## src/rtl/mmcm_lock_sequencer.sv

```systemverilog
// rtl/mmcm_lock_sequencer.sv - MMCM reset/lock sequencer with timeout, bounded retry, settle and status LED
module mmcm_lock_sequencer #(
    parameter int unsigned RST_HOLD_CYC = 16,
    parameter int unsigned LOCK_TIMEOUT = 5_000_000,
    parameter int unsigned SETTLE_CYC   = 1000,
    parameter int unsigned MAX_RETRY    = 3,
    parameter int unsigned BLINK_SLOW   = 25_000_000,
    parameter int unsigned BLINK_FAST   = 6_250_000
) (
    input  logic       sys_clk,
    input  logic       sys_rst,
    input  logic       mmcm_locked,
    input  logic       relock_req,
    output logic       mmcm_rst,
    output logic       core_rst,
    output logic       ready,
    output logic       fail,
    output logic       lost_lock,
    output logic [3:0] retry_cnt,
    output logic       status_led
);

    typedef enum logic [2:0] {
        ST_RESET_HOLD,
        ST_WAIT_LOCK,
        ST_SETTLE,
        ST_RUN,
        ST_FAIL
    } state_t;

    typedef enum logic [1:0] {
        LED_ACQ,
        LED_RUN,
        LED_FAIL
    } led_mode_t;

    localparam logic [31:0] HOLD_LAST    = 32'(RST_HOLD_CYC - 1);
    localparam logic [31:0] TIMEOUT_LAST = 32'(LOCK_TIMEOUT - 1);
    localparam logic [31:0] SETTLE_LAST  = 32'(SETTLE_CYC - 1);
    localparam logic [31:0] SLOW_LAST    = 32'(BLINK_SLOW - 1);
    localparam logic [31:0] FAST_LAST    = 32'(BLINK_FAST - 1);
    localparam logic [3:0]  RETRY_LAST   = 4'(MAX_RETRY);

    state_t      state_q, state_d;
    logic [31:0] cnt_q, cnt_d;
    logic [3:0]  retry_q, retry_d;
    logic        sync1_q, sync2_q;
    logic        lock_s;

    led_mode_t   mode_q, mode_d;
    logic [31:0] led_cnt_q, led_cnt_d;
    logic [31:0] half_last;
    logic        led_q, led_d;

    logic        mmcm_rst_q, mmcm_rst_d;
    logic        core_rst_q, core_rst_d;
    logic        ready_q, ready_d;
    logic        fail_q, fail_d;
    logic        lost_q, lost_d;

    assign lock_s = sync2_q;

    always_comb begin
        state_d = state_q;
        retry_d = retry_q;
        lost_d  = 1'b0;
        case (state_q)
            ST_RESET_HOLD: begin
                if (cnt_q == HOLD_LAST) state_d = ST_WAIT_LOCK;
            end
            ST_WAIT_LOCK: begin
                // lock is checked first so it wins a tie with the timeout
                if (lock_s) begin
                    state_d = ST_SETTLE;
                end else if (cnt_q == TIMEOUT_LAST) begin
                    if (retry_q == RETRY_LAST) begin
                        state_d = ST_FAIL;
                    end else begin
                        retry_d = retry_q + 4'd1;
                        state_d = ST_RESET_HOLD;
                    end
                end
            end
            ST_SETTLE: begin
                if (!lock_s) begin
                    state_d = ST_WAIT_LOCK;
                end else if (cnt_q == SETTLE_LAST) begin
                    state_d = ST_RUN;
                    retry_d = 4'd0;
                end
            end
            ST_RUN: begin
                retry_d = 4'd0;
                if (!lock_s) begin
                    lost_d  = 1'b1;
                    state_d = ST_RESET_HOLD;
                end else if (relock_req) begin
                    state_d = ST_RESET_HOLD;
                end
            end
            ST_FAIL: begin
                if (relock_req) begin
                    state_d = ST_RESET_HOLD;
                    retry_d = 4'd0;
                end
            end
            default: state_d = ST_RESET_HOLD;
        endcase

        cnt_d = (state_d != state_q) ? 32'd0 : cnt_q + 32'd1;

        // outputs are decoded from the next state so they move with the state register
        mmcm_rst_d = (state_d == ST_RESET_HOLD) || (state_d == ST_FAIL);
        core_rst_d = (state_d != ST_RUN);
        ready_d    = (state_d == ST_RUN);
        fail_d     = (state_d == ST_FAIL);
    end

    always_comb begin
        mode_d    = LED_ACQ;
        led_cnt_d = 32'd0;
        led_d     = led_q;
        if (state_d == ST_RUN)       mode_d = LED_RUN;
        else if (state_d == ST_FAIL) mode_d = LED_FAIL;
        half_last = (mode_d == LED_FAIL) ? FAST_LAST : SLOW_LAST;

        if (mode_d != mode_q) begin
            led_d = (mode_d == LED_RUN);
        end else if (mode_d == LED_RUN) begin
            led_d = 1'b1;
        end else if (led_cnt_q == half_last) begin
            led_d = ~led_q;
        end else begin
            led_cnt_d = led_cnt_q + 32'd1;
        end
    end

    always_ff @(posedge sys_clk) begin
        if (sys_rst) begin
            state_q    <= ST_RESET_HOLD;
            cnt_q      <= 32'd0;
            retry_q    <= 4'd0;
            sync1_q    <= 1'b0;
            sync2_q    <= 1'b0;
            mode_q     <= LED_ACQ;
            led_cnt_q  <= 32'd0;
            led_q      <= 1'b0;
            mmcm_rst_q <= 1'b1;
            core_rst_q <= 1'b1;
            ready_q    <= 1'b0;
            fail_q     <= 1'b0;
            lost_q     <= 1'b0;
        end else begin
            state_q    <= state_d;
            cnt_q      <= cnt_d;
            retry_q    <= retry_d;
            sync1_q    <= mmcm_locked;
            sync2_q    <= sync1_q;
            mode_q     <= mode_d;
            led_cnt_q  <= led_cnt_d;
            led_q      <= led_d;
            mmcm_rst_q <= mmcm_rst_d;
            core_rst_q <= core_rst_d;
            ready_q    <= ready_d;
            fail_q     <= fail_d;
            lost_q     <= lost_d;
        end
    end

    assign mmcm_rst   = mmcm_rst_q;
    assign core_rst   = core_rst_q;
    assign ready      = ready_q;
    assign fail       = fail_q;
    assign lost_lock  = lost_q;
    assign retry_cnt  = retry_q;
    assign status_led = led_q;

endmodule

```

## config.mk

```make
export PLATFORM = sky130hd
export DESIGN_NAME = mmcm_lock_sequencer
export DESIGN_NICKNAME = d
export VERILOG_FILES = /design/src/rtl/mmcm_lock_sequencer.sv
export SDC_FILE = /design/constraint.sdc
export NUM_CORES = 1
export LEC_CHECK = 0
export ABC_AREA = 1
export BUFFER_PORTS_ARGS = -buffer_cell sky130_fd_sc_hd__buf_4
export CAP_MARGIN = 20
export CORE_MARGIN = 5
export CORE_UTILIZATION = 56
export DETAILED_ROUTE_END_ITERATION = 8
export GPL_TIMING_DRIVEN = 0
export PLACE_DENSITY_LB_ADDON = 0.2
export SYNTH_ARGS = -nofsm -noshare
export SYNTH_HDL_FRONTEND = slang
export SYNTH_SLANG_ARGS = --single-unit
```

## constraint.sdc

```tcl
create_clock -name sys_clk -period 2.05 [get_ports sys_clk]
set_input_delay 0 -clock sys_clk [delete_from_list [all_inputs] [get_ports sys_clk]]
set_output_delay 0 -clock sys_clk [all_outputs]
set_load 0.1 [all_outputs]
```

==> summary by stage <==
Die
In this run the core area contains 32 standard-cell rows. From bottom edge to top edge, the die measures 97.58 microns. The effective utilization at floorplan is 56.46%. In this run the horizontal extent of the chip is 97.58 microns. The boundary pin count is 14. The placeable core region is 7607 sq um. The floorplan step defined a die boundary enclosing 9522 sq um.

Place
Summing all placed instances gives a cell area of 4531 sq um. The count of buffers from port buffering is 13. The weighted congestion reported at the end of routability-driven placement is 0.9254. Before CTS, the worst setup slack after placement is -217.0 ps. After detailed placement, the design holds a cell count of 754. After legalization and detailed placement, the total HPWL measured 6884 microns.

Cells and area
After the last flow step, the layout net total stands at 713. The area growth from synthesis to final layout is 33.85%. Leaving out filler cells and counting taps, the final layout contains 812.

The design area is 5749 sq um. In the final layout, the share of cells above drive strength 1 is 32.54%. The number of antenna repair diodes is 0. The utilization after layout is 75.58%.

The count of filler cells inserted in the layout is 523.

Timing
Setup repair after global routing could not meet its margin everywhere. The clock tree skew after final layout is 14.31 ps. Hold timing on the final database bottoms out at a slack of 237.1 ps.

Dividing the final minimum period by the clock period gives 108.2%. The max-slew violation count is 0. The worst path in the final design needs a cycle of 2219 ps, including I/O delays and setup.

The worst setup slack after layout is -168.9 ps. The relative slew slack is 65.85%. The achievable frequency is 450.7 MHz. The count of final hold-check violations is 0. The transition time at the pin with the least slew margin is 512.2 ps. Setup total negative slack on the finished layout was measured at -4847 ps.

The final count of negative-setup-slack endpoints is 60.

Global routing
The combined global-route utilization of all metal layers is 21.58%. The final global-route overflow total is 0. The first global-routing pass estimated 17440 microns of wire. The initial antenna violation count is 0. The largest net degree at the start of global routing is 14. The via count of the first global-routing pass was 4025.

Worst setup path
STA puts the critical path data required time at 2350 ps. The maximum single-stage delay on the critical path is 370 ps. The class of the most critical setup path is flip-flop to flip-flop.

The type of element launching the critical path is a flip-flop. The largest individual stage delay along the critical path comes from the cell dfxtp_4. The startpoint of the most critical setup path is cnt_q[0]$_SDFF_PP0_.

The termination of the worst setup path is cnt_q[25]$_SDFF_PP0_. The beginning of the worst register-to-register path is cnt_q[0]$_SDFF_PP0_. The minimum setup slack among reg-to-reg paths is -170 ps. Walking the worst path, the cells encountered are buf_4 > nand2_2 > nor2_4 > nand4_1 > or2_1 > nor2_2 > nand2_1 > inv_2 > nand4_1 > or2_1 > a21oi_2.

Counting cells, the worst reg-to-reg path comes to 11. Data arrives at the worst endpoint at 2520 ps. The type of destination of the critical path is a flip-flop. The kind of cell adding the most delay to the critical path is simple AND/OR/NAND/NOR gates. The logic depth of the worst setup path including buffers is 11. The endpoint of the lowest-slack register-to-register path is cnt_q[25]$_SDFF_PP0_. The critical path contains buffers and inverters numbering 2 combined. The highest net fanout along the worst path is 4.

Yosys
The XOR/XNOR share of the synthesized area is 8.156%. The post-synthesis compound-gate area fraction is 4.049%. Counting flops with an async set or reset pin after synthesis yields a share of 0%.

After synthesis, the netlist uses 31 different library cells. Ranked by instance count, the synthesized netlist is headed by 128 x nand2_1, 115 x nor2_1, 97 x inv_1. The multiplexer share of the synthesized area is 0%.

In this run the mean area of a mapped cell was 6.722 sq um. Sorting the synthesized cells by area gives the leading types as dfxtp_1 37%, nand2_1 11%, nor2_1 10%. Synthesis produced a netlist with a net count of 647. The area of the mapped netlist is 4295 sq um. The warning count from the yosys run is 0. The biggest area contributor in the post-synthesis netlist is dfxtp_1. The synthesized design contains 80 register bits. The count of flip-flops with a built-in enable after synthesis is 0. The sequential area share after synthesis is 37.29%. In the post-synthesis netlist, the cell with the most instances is nand2_1. In this run the biggest area consumer among cell types represents 37.29% of the synthesized area.

The synthesized-area fraction occupied by and/or/nand/nor cells is 39.18%. Among all flip-flop cells after synthesis, the most frequent one is dfxtp_1. The number of instances in the synthesized netlist is 639. The main combinational cell family by area after synthesis is simple AND/OR/NAND/NOR gates.

The fraction of the mapped netlist area in adder cells is 1.165%.

CTS
The number of buffers added by the clock tree synthesis step is 9. The worst-case clock buffer depth is 2. The sink count of the clock tree is 80. The CTS H-tree depth is 3.

The buffer type at the clock tree root is clkbuf_8. After clock tree synthesis, the clock-pin slew on the worst setup and hold paths is 90 ps. The later pin in the worst-skew pair is clocked with a latency of 360 ps.

TritonCTS built the clock tree.

Pwr
For this design the ratio of total power to cell area is 547.9 nW/um^2. Summing internal, switching and leakage power gives 3.150 mW. The static leakage power is 2.129 nW. The peak ir drop on the vdd network is 0.2995 mV.

Drt
The number of remaining DRC errors is 0. The DRC marker count from the first detailed-route iteration is 257. After detailed routing, the average wire length per cell comes to 14.14 microns. The total wire length is 11480 microns.

The detail route stage leaves a number of antenna-violating nets equal to 0. The via count is 4326. For this run, the detailed router's first-pass iteration total came to 7. The mean number of vias per cell is 5.328.

Hold path
The worst hold path was traced through 7 stages. The path class of the tightest hold or removal check is primary input to flip-flop.

Run
The number of max-cap violations is 0.

Run status
The final reports fail on setup timing. The flow ran to the end, but the final reports show violations.
layout by cell type (no fill, tap or decap), types with 14 or more instances in the layout:
master and count:
a21oi_2 14, buf_4 47, dfxtp_1 59, dfxtp_2 16
inv_1 91, nand2_1 111, nand2_2 19, nand3_1 25
nand4_1 21, nor2_1 74, nor2_2 39, nor2_4 21
nor3_1 25, xor2_1 31
layout make-up:
class | count | area (sq um) | share of cell area, %
buffer | 8 | 97.59 | 1.697
multi-input combinational | 450 | 2763 | 48.05
clock buffer | 11 | 131.4 | 2.285
tap | 102 | 127.6 | 2.220
clock inverter | 5 | 105.1 | 1.828
sequential | 80 | 1640 | 28.53
inverter | 101 | 385.4 | 6.703
timing repair buffer | 55 | 499.2 | 8.683
metal layers:
| metal | track usage (%) | vias to the layer above | share of wire [%] |
|---|---|---|---|
| li1 | - | 2129 | - |
| met2 | 36.48 | 135 | 50 |
| met4 | 9.265 | 0 | 3.3 |
| met5 | 0 | - | 0 |
| met3 | 3.661 | 45 | 4.4 |
| met1 | 26.97 | 2017 | 43 |
kinds of logic (layout without fill, tap and decap cells):
family                   count (synthesis)  after routing
AND/OR/NAND/NOR                        376            376
buffers and inverters                  109            180
flip-flops                              80             80
XOR/XNOR                                40             40
AO/OA/AOI/OAI                           30             30
adder cells (fa/ha/maj)                  4              4
sequential cells by signal, indices dropped and copies added (netlist names):
signal      cells
mmcm_rst        1
core_rst        1
fail            1
cnt_q          32
retry_cnt       4
lost_lock       1
sync1_q         1
status_led      1
led_cnt_q      32
mode_q          2
lock_s          1
state_q         3
worst min-delay path by stage:
stage,from,to,slack [ps]
final,relock_req,fail$_SDFF_PP0_,240
after global routing,relock_req,fail$_SDFF_PP0_,250
after CTS,relock_req,retry_cnt[0]$_SDFFE_PP0P_,190
after detailed placement,mmcm_locked,sync1_q$_SDFF_PP0_,210
after global placement,mmcm_locked,sync1_q$_SDFF_PP0_,200
after floorplan,sys_rst,state_q[0]$_SDFF_PP0_,80
worst min-delay path, cell delays in order:
cell and delay (ps):
buf_4 90, nor2_1 40, inv_1 80, nor2_2 60
nor2_2 110, buf_4 140, nor2_1 40
repair_timing:
item | CTS | global route
setup buffers | 18 | 18
endpoints found under the setup margin | 65 | 71
gates resized for setup | 43 | 128
cloned | 2 | 3
hold endpoints to repair | 4 | 0
pin swaps | 5 | 26
hold buffers | 4 | 0
report_power, final:
group	internal [mW]	total, mW	switching [mW]
registers	1.56	1.57	0.0123
logic	0.0794	0.170	0.0903
clock network	0.810	1.41	0.596
total	2.45	3.15	0.699
(Power assumes the default switching activity.)
